## src/rtl/uart_buffer_if.sv

```systemverilog
// CPU-side FIFO ports and external UART chip pins of uart_buffer, plus a
// debug view of the sequencer state.
interface uart_buffer_if #(
  parameter int DEPTH = 16
);
  localparam int CW = $clog2(DEPTH) + 1;

  logic          rx_pop;
  logic [7:0]    rx_data;
  logic          rx_valid;
  logic [CW-1:0] rx_count;
  logic          tx_push;
  logic [7:0]    tx_data;
  logic          tx_ready;
  logic [CW-1:0] tx_count;
  logic          tx_drop;
  logic          err_clr;
  logic          bus_req;
  logic          bus_grant;
  logic [7:0]    uart_din;
  logic [7:0]    uart_dout;
  logic          uart_dout_en;
  logic          data_ready;
  logic          tbre;
  logic          tsre;
  logic          rdn;
  logic          wrn;
  logic [2:0]    state;

  // CPU handshake: rx_pop consumes rx_data only while rx_valid is high;
  // tx_push enqueues tx_data only while tx_ready is high (otherwise it is
  // dropped and flagged in tx_drop). Chip bus: strobes only while bus_grant.
  modport slave (
    input  rx_pop, tx_push, tx_data, err_clr, bus_grant, uart_din,
           data_ready, tbre, tsre,
    output rx_data, rx_valid, rx_count, tx_ready, tx_count, tx_drop,
           bus_req, uart_dout, uart_dout_en, rdn, wrn, state
  );

  modport master (
    output rx_pop, tx_push, tx_data, err_clr, bus_grant, uart_din,
           data_ready, tbre, tsre,
    input  rx_data, rx_valid, rx_count, tx_ready, tx_count, tx_drop,
           bus_req, uart_dout, uart_dout_en, rdn, wrn, state
  );
endinterface

```

## src/rtl/uart_buffer.sv

```systemverilog
// RX/TX FIFOs between the CPU and an external UART chip; a sequencer owns
// the shared chip bus and generates the rdn/wrn strobes.
module uart_buffer #(
  parameter int DEPTH    = 16,
  parameter int RD_PULSE = 2,
  parameter int WR_PULSE = 2,
  parameter int GUARD    = 2
) (
  input  logic clk,
  input  logic rst,
  uart_buffer_if.slave io
);
  localparam int AW = $clog2(DEPTH);
  localparam int CW = AW + 1;
  localparam int TW = 8;

  typedef enum logic [2:0] {
    ST_IDLE, ST_REQ, ST_RD_LOW, ST_RD_DONE,
    ST_WR_SETUP, ST_WR_LOW, ST_WR_HOLD, ST_GUARD
  } state_t;

  state_t        state, state_nx;
  logic [TW-1:0] tmr, tmr_nx;
  logic          job_rx, job_rx_nx;
  logic [1:0]    dr_q, tbre_q, tsre_q;
  logic          dr_s, tbre_s, tsre_s;

  logic [7:0]    rx_mem [DEPTH];
  logic [7:0]    tx_mem [DEPTH];
  logic [AW-1:0] rx_wp, rx_rp, tx_wp, tx_rp;
  logic [CW-1:0] rx_cnt, tx_cnt;
  logic          rx_full, tx_full, rx_push, rx_push_ok, rx_pop_ok;
  logic          tx_pop, tx_pop_ok, tx_push_ok, tx_drop_q;
  logic [7:0]    rx_byte, dout_q;
  logic          rdn_q, wrn_q, dout_en_q, bus_req_q;
  logic          rx_job, tx_job;

  // The chip status pins are asynchronous to clk.
  always_ff @(posedge clk or negedge rst) begin
    if (!rst) begin
      dr_q   <= '0;
      tbre_q <= '0;
      tsre_q <= '0;
    end else begin
      dr_q   <= {dr_q[0], io.data_ready};
      tbre_q <= {tbre_q[0], io.tbre};
      tsre_q <= {tsre_q[0], io.tsre};
    end
  end
  assign dr_s   = dr_q[1];
  assign tbre_s = tbre_q[1];
  assign tsre_s = tsre_q[1];

  assign rx_full    = (rx_cnt == CW'(DEPTH));
  assign tx_full    = (tx_cnt == CW'(DEPTH));
  assign rx_pop_ok  = io.rx_pop && (rx_cnt != '0);
  assign rx_push_ok = rx_push && (!rx_full || rx_pop_ok);
  assign tx_pop_ok  = tx_pop && (tx_cnt != '0);
  assign tx_push_ok = io.tx_push && (!tx_full || tx_pop_ok);

  always_ff @(posedge clk) begin
    if (rx_push_ok) rx_mem[rx_wp] <= rx_byte;
    if (tx_push_ok) tx_mem[tx_wp] <= io.tx_data;
  end

  always_ff @(posedge clk or negedge rst) begin
    if (!rst) begin
      rx_wp     <= '0;
      rx_rp     <= '0;
      rx_cnt    <= '0;
      tx_wp     <= '0;
      tx_rp     <= '0;
      tx_cnt    <= '0;
      tx_drop_q <= 1'b0;
    end else begin
      if (rx_push_ok) rx_wp <= rx_wp + 1'b1;
      if (rx_pop_ok)  rx_rp <= rx_rp + 1'b1;
      if (tx_push_ok) tx_wp <= tx_wp + 1'b1;
      if (tx_pop_ok)  tx_rp <= tx_rp + 1'b1;
      case ({rx_push_ok, rx_pop_ok})
        2'b10:   rx_cnt <= rx_cnt + 1'b1;
        2'b01:   rx_cnt <= rx_cnt - 1'b1;
        default: rx_cnt <= rx_cnt;
      endcase
      case ({tx_push_ok, tx_pop_ok})
        2'b10:   tx_cnt <= tx_cnt + 1'b1;
        2'b01:   tx_cnt <= tx_cnt - 1'b1;
        default: tx_cnt <= tx_cnt;
      endcase
      // A new overflow outranks a clear arriving in the same cycle.
      if (io.tx_push && tx_full && !tx_pop_ok) tx_drop_q <= 1'b1;
      else if (io.err_clr)                     tx_drop_q <= 1'b0;
    end
  end

  assign rx_job = dr_s && !rx_full;
  assign tx_job = (tx_cnt != '0) && tbre_s && tsre_s;

  always_comb begin
    state_nx  = state;
    tmr_nx    = tmr;
    job_rx_nx = job_rx;
    rx_push   = 1'b0;
    tx_pop    = 1'b0;
    case (state)
      ST_IDLE: begin
        if (rx_job) begin
          state_nx  = ST_REQ;
          job_rx_nx = 1'b1;
        end else if (tx_job) begin
          state_nx  = ST_REQ;
          job_rx_nx = 1'b0;
        end
      end
      ST_REQ: begin
        if (io.bus_grant) begin
          if (job_rx) begin
            state_nx = ST_RD_LOW;
            tmr_nx   = TW'(RD_PULSE - 1);
          end else begin
            state_nx = ST_WR_SETUP;
          end
        end
      end
      ST_RD_LOW: begin
        if (tmr == '0) state_nx = ST_RD_DONE;
        else           tmr_nx   = tmr - 1'b1;
      end
      ST_RD_DONE: begin
        rx_push  = 1'b1;
        state_nx = ST_IDLE;
      end
      ST_WR_SETUP: begin
        state_nx = ST_WR_LOW;
        tmr_nx   = TW'(WR_PULSE - 1);
      end
      ST_WR_LOW: begin
        if (tmr == '0) state_nx = ST_WR_HOLD;
        else           tmr_nx   = tmr - 1'b1;
      end
      ST_WR_HOLD: begin
        tx_pop   = 1'b1;
        state_nx = ST_GUARD;
        tmr_nx   = TW'(GUARD - 1);
      end
      ST_GUARD: begin
        if (tmr == '0) state_nx = ST_IDLE;
        else           tmr_nx   = tmr - 1'b1;
      end
      default: state_nx = ST_IDLE;
    endcase
  end

  // Pin outputs are registered from the next state so they line up with it.
  always_ff @(posedge clk or negedge rst) begin
    if (!rst) begin
      state     <= ST_IDLE;
      tmr       <= '0;
      job_rx    <= 1'b0;
      rdn_q     <= 1'b1;
      wrn_q     <= 1'b1;
      dout_en_q <= 1'b0;
      dout_q    <= '0;
      bus_req_q <= 1'b0;
      rx_byte   <= '0;
    end else begin
      state     <= state_nx;
      tmr       <= tmr_nx;
      job_rx    <= job_rx_nx;
      rdn_q     <= (state_nx != ST_RD_LOW);
      wrn_q     <= (state_nx != ST_WR_LOW);
      dout_en_q <= (state_nx == ST_WR_SETUP) || (state_nx == ST_WR_LOW) ||
                   (state_nx == ST_WR_HOLD);
      bus_req_q <= (state_nx != ST_IDLE);
      if (state_nx == ST_WR_SETUP) dout_q <= tx_mem[tx_rp];
      if ((state == ST_RD_LOW) && (tmr == '0)) rx_byte <= io.uart_din;
    end
  end

  assign io.rx_data      = rx_mem[rx_rp];
  assign io.rx_valid     = (rx_cnt != '0);
  assign io.rx_count     = rx_cnt;
  assign io.tx_ready     = !tx_full;
  assign io.tx_count     = tx_cnt;
  assign io.tx_drop      = tx_drop_q;
  assign io.bus_req      = bus_req_q;
  assign io.uart_dout    = dout_q;
  assign io.uart_dout_en = dout_en_q;
  assign io.rdn          = rdn_q;
  assign io.wrn          = wrn_q;
  assign io.state        = state;
endmodule

```

## src/flat_wrapper.sv

```systemverilog
// flat-port wrapper written by rule: the top's interface ports become plain ports
module uart_buffer_flat 
#(
  parameter int DEPTH    = 16,
  parameter int RD_PULSE = 2,
  parameter int WR_PULSE = 2,
  parameter int GUARD    = 2
)
  (clk, rst, io_rx_pop, io_tx_push, io_tx_data, io_err_clr, io_bus_grant, io_uart_din, io_data_ready, io_tbre, io_tsre, io_rx_data, io_rx_valid, io_rx_count, io_tx_ready, io_tx_count, io_tx_drop, io_bus_req, io_uart_dout, io_uart_dout_en, io_rdn, io_wrn, io_state);
  uart_buffer_if #(.DEPTH(DEPTH)) io_i ();
  input  logic clk;
  input  logic rst;
  input wire logic [$bits(io_i.rx_pop)-1:0] io_rx_pop;
  input wire logic [$bits(io_i.tx_push)-1:0] io_tx_push;
  input wire logic [$bits(io_i.tx_data)-1:0] io_tx_data;
  input wire logic [$bits(io_i.err_clr)-1:0] io_err_clr;
  input wire logic [$bits(io_i.bus_grant)-1:0] io_bus_grant;
  input wire logic [$bits(io_i.uart_din)-1:0] io_uart_din;
  input wire logic [$bits(io_i.data_ready)-1:0] io_data_ready;
  input wire logic [$bits(io_i.tbre)-1:0] io_tbre;
  input wire logic [$bits(io_i.tsre)-1:0] io_tsre;
  output wire logic [$bits(io_i.rx_data)-1:0] io_rx_data;
  output wire logic [$bits(io_i.rx_valid)-1:0] io_rx_valid;
  output wire logic [$bits(io_i.rx_count)-1:0] io_rx_count;
  output wire logic [$bits(io_i.tx_ready)-1:0] io_tx_ready;
  output wire logic [$bits(io_i.tx_count)-1:0] io_tx_count;
  output wire logic [$bits(io_i.tx_drop)-1:0] io_tx_drop;
  output wire logic [$bits(io_i.bus_req)-1:0] io_bus_req;
  output wire logic [$bits(io_i.uart_dout)-1:0] io_uart_dout;
  output wire logic [$bits(io_i.uart_dout_en)-1:0] io_uart_dout_en;
  output wire logic [$bits(io_i.rdn)-1:0] io_rdn;
  output wire logic [$bits(io_i.wrn)-1:0] io_wrn;
  output wire logic [$bits(io_i.state)-1:0] io_state;
  assign io_i.rx_pop = io_rx_pop;
  assign io_i.tx_push = io_tx_push;
  assign io_i.tx_data = io_tx_data;
  assign io_i.err_clr = io_err_clr;
  assign io_i.bus_grant = io_bus_grant;
  assign io_i.uart_din = io_uart_din;
  assign io_i.data_ready = io_data_ready;
  assign io_i.tbre = io_tbre;
  assign io_i.tsre = io_tsre;
  assign io_rx_data = io_i.rx_data;
  assign io_rx_valid = io_i.rx_valid;
  assign io_rx_count = io_i.rx_count;
  assign io_tx_ready = io_i.tx_ready;
  assign io_tx_count = io_i.tx_count;
  assign io_tx_drop = io_i.tx_drop;
  assign io_bus_req = io_i.bus_req;
  assign io_uart_dout = io_i.uart_dout;
  assign io_uart_dout_en = io_i.uart_dout_en;
  assign io_rdn = io_i.rdn;
  assign io_wrn = io_i.wrn;
  assign io_state = io_i.state;
  uart_buffer #(.DEPTH(DEPTH), .RD_PULSE(RD_PULSE), .WR_PULSE(WR_PULSE), .GUARD(GUARD)) u_core (.clk(clk), .rst(rst), .io(io_i));
endmodule
```

## config.mk

```make
export PLATFORM = sky130hd
export DESIGN_NAME = uart_buffer_flat
export DESIGN_NICKNAME = d
export VERILOG_FILES = /design/src/rtl/uart_buffer_if.sv /design/src/rtl/uart_buffer.sv /design/src/flat_wrapper.sv
export SDC_FILE = /design/constraint.sdc
export NUM_CORES = 1
export LEC_CHECK = 0
export CORE_UTILIZATION = 46
export CTS_BUF_LIST = sky130_fd_sc_hd__clkbuf_8
export DETAILED_ROUTE_END_ITERATION = 8
export GPL_TIMING_DRIVEN = 0
export PLACE_DENSITY = 0.66
export SYNTH_ARGS = -nofsm -noshare
export SYNTH_HDL_FRONTEND = slang
export SYNTH_SLANG_ARGS = --single-unit
```

## constraint.sdc

```tcl
create_clock -name clk -period 3 [get_ports clk]
set_input_delay 0.45 -clock clk [delete_from_list [all_inputs] [get_ports clk]]
set_output_delay 0.45 -clock clk [all_outputs]
set_load 0.05 [all_outputs]
```

==> impl_metrics.tcl <==
set metrics [dict create \
    cts.path.max_buffers 3 \
    r2r_cells 13 \
    setup_viol 0 \
    routed-wl-met3_mm 1.16 \
    setup.worst_path.end_class "output port" \
    switching_share_pct 24.8 \
    grtUsageTotal_pct 19.0 \
    insertion_delay_ns 0.58 \
    yosysSeqAreaShare_pct 71.7 \
    setup_tns_ns 0 \
    top_layer "met4" \
    start_util_pct 46.7 \
    critPathArrivalTime_ns 2.53 \
    port-buffer-count 60 \
    num_vias 6769 \
    std_cell_rows 61 \
    tritoncts "done" \
    internal_power_w 0.00716 \
    via_per_inst 5.38 \
    cp_max_fo 5 \
    synth-async-reset-ratio_pct 20.2 \
    dp_hpwl_mm 18.0 \
    root_buffer "clkbuf_8" \
    synth-edff-count 256 \
    num_antenna_cells 0 \
    post-route-util_pct 55.6 \
    hp-class "input pin to asynchronous set/reset pin" \
    wl_met2_mm 14.6 \
    placedCellCount 1148 \
    coreArea_um2 27800 \
    fillers 2231 \
    cellLeakagePower_nw 5.29 \
    period_needed_ns 2.98 \
    place_area_um2 14200 \
    drc 0 \
    min_period_over_period_pct 99.3 \
    ant_nets 0 \
    first_pass_iters 7 \
    first_global_vias 7300 \
    ys.warnings.count 0 \
    synthDominantCellAreaShare_pct 59.2 \
    yosys.area.top_type "edfxtp_1" \
    syn2layout_area_growth_pct 18.9 \
    combPwrFrac_pct 9.1 \
    nets 882 \
    maxCapViolCount 0 \
    syn_avg_cell_area_um2 18.4 \
    required_ns 2.55 \
    synth_nets 751 \
    finalWeightedCongestion 0.846 \
    rsz0062_at_grt "true" \
    overflow 0 \
    die_area_um2 28900 \
    fin_area_um2 15400 \
    synth_area_um2 13000 \
    grt_pass1_wl_mm 40.6 \
    ys.flop_type "edfxtp_1" \
    synth.most_common_cell "edfxtp_1" \
    path_class "flop to output port" \
    synth_cells 706 \
    rrSetupSlack_ns 0.14 \
    ios 61 \
    final_cell_count_no_fill 1258 \
    wl_met1_mm 10.5 \
    layout-drive-gt1-share_pct 27.4 \
    final_max_slew_viol_count 0 \
    p_clk_share_pct 36.3 \
    fin_skew_ns 0.0308 \
    antenna_found_initial 0 \
    synthTopCellsByCount "256 x edfxtp_1, 72 x mux4_2, 63 x dfrtp_1, 42 x nand2_1, 30 x nor2_1" \
    wl_per_cell_um 21.4 \
    die_width_um 170 \
    cts_buffers 51 \
    hold_violations 0 \
    status "finished clean" \
    drtIter0Drc 514 \
    chipHeight_um 170 \
    peakVddDrop_uv 442 \
    cts.sinks 321 \
    routed_wl_mm 26.9 \
    grt_max_degree 66 \
    cts_hold_buf 0 \
    timing.rr.end "u_core.io.rx_count[4]$_DFFE_PN0P_" \
    max-slew-margin-rel_pct 5.16 \
    seqPwrFrac_pct 54.6 \
    tightest_slew_ns 1.41 \
    htreeDepth 2 \
    fmax_ghz 0.336 \
    power.switching_w 0.00236 \
    power_density_nw_per_um2 617 \
    worstSetupStartpointType "flop" \
    rr_startpoint "u_core.io.rx_count[2]$_DFFE_PN0P_" \
    synth-seq-cells 321 \
    synthTopCellsByArea "edfxtp_1 59%, mux4_2 12%, dfrtp_1 12%" \
    clk_transition_reported_paths_ns 0.05 \
    synth_cell_type_count 57 \
]
per-layer routing:
layer / up-vias / track usage (%)
met5: - / 0
met4: 0 / 6.62
met3: 48 / 3.35
met2: 174 / 35.0
met1: 3503 / 22.3
li1: 3044 / -
power groups by stage:
stage | clock network [W] | registers, W | logic [W]
3_5_place_dp | 0 | 0.00528 | 0.000838
3_3_place_gp | 0 | 0.00526 | 0.000802
2_1_floorplan | 0 | 0.00536 | 0.000410
5_1_grt | 0.00371 | 0.00522 | 0.000932
4_1_cts | 0.00351 | 0.00520 | 0.000869
6_report | 0.00346 | 0.00519 | 0.000868
registers in the layout (all words and copies together), names as in the netlist, 2 cells and up:
register             count
u_core.rx_mem          128
u_core.tx_mem          128
u_core.io.uart_dout      8
u_core.rx_byte           8
u_core.tmr               8
u_core.io.rx_count       5
u_core.io.tx_count       5
u_core.rx_rp             4
u_core.rx_wp             4
u_core.tx_rp             4
u_core.tx_wp             4
u_core.io.state          3
u_core.dr_q              2
u_core.tbre_q            2
u_core.tsre_q            2
worst max path at each step:
| stage | start | endpoint | slack, ns | cells after the start |
|---|---|---|---|---|
| floorplan | u_core.io.rx_count[2]$_DFFE_PN0P_ | u_core.io.rx_count[4]$_DFFE_PN0P_ | -0.04 | 13 |
| global placement | rst | u_core.io.rx_count[3]$_DFFE_PN0P_ | -1.04 | 1 |
| detailed placement | u_core.rx_rp[0]$_DFFE_PN0P_ | io_rx_data[2] | -0.57 | 5 |
| CTS | u_core.rx_rp[0]$_DFFE_PN0P_ | io_rx_data[2] | -0.19 | 4 |
| global route | u_core.rx_rp[0]$_DFFE_PN0P_ | io_rx_data[4] | -0.05 | 6 |
| finish | u_core.rx_rp[0]$_DFFE_PN0P_ | io_rx_data[4] | 0.02 | 6 |
critical path, stage by stage, from the launching register on:
cell and delay [ns]:
dfrtp_4 0.49, buf_8 0.15, buf_12 0.14, buf_6 0.11
mux4_2 0.40, mux4_2 0.51, buf_8 0.18
through the flow:
| stage | power, W | setup WS, ns | hold WS, ns |
|---|---|---|---|
| 2_1_floorplan | 0.00577 | -0.0379 | 0.154 |
| 3_3_place_gp | 0.00606 | -1.04 | 0.333 |
| 3_5_place_dp | 0.00612 | -0.569 | 0.338 |
| 4_1_cts | 0.00958 | -0.195 | 0.0174 |
| 5_1_grt | 0.00986 | -0.0469 | 0.0517 |
| 6_report | 0.00952 | 0.0206 | 0.00245 |
timing repair:
action                     CTS  global route
pin swaps                    2             4
cloned                       0             3
setup buffers                6             8
gates resized for setup     78            23
setup endpoints to repair   44            12
area by class of cell:
type | count | area [um^2] | share of cell area [%]
Sequential cell | 321 | 9330 | 60.4
Multi-Input combinational cell | 330 | 3550 | 23.0
Timing Repair Buffer | 81 | 830 | 5.37
Clock buffer | 56 | 771 | 4.99
Tap cell | 378 | 473 | 3.06
Buffer | 30 | 209 | 1.35
Clock inverter | 40 | 191 | 1.24
Inverter | 22 | 87.6 | 0.567
cell usage in the layout (no fill, tap or decap), types with 5 or more instances in the layout:
cell type	instances
o21ai_0	12
o211ai_1	7
clkinv_2	5
nand4_1	6
a22oi_1	8
inv_1	45
mux2_2	19
a21oi_1	11
mux4_2	72
dfrtp_1	57
buf_1	5
clkbuf_1	9
nand2_1	40
clkbuf_8	58
nand2b_1	5
buf_6	8
ha_1	18
and2_1	5
xor2_1	7
nor2_1	30
buf_4	19
xnor2_1	20
dfrtp_2	5
clkinv_1	8
clkdlybuf4s50_1	51
nor3_1	7
buf_2	6
edfxtp_1	256
kinds of logic after synthesis:
kind of cell / count (synthesis) / share of synthesized area, %
buffers and inverters: 55 / 1.89
flip-flops: 321 / 71.7
AND/OR/NAND/NOR: 129 / 4.97
adder cells (fa/ha/maj): 20 / 1.98
XOR/XNOR: 28 / 1.89
AO/OA/AOI/OAI: 61 / 3.31
multiplexers: 92 / 14.2
Note: power is estimated with default switching activity, not from simulation.
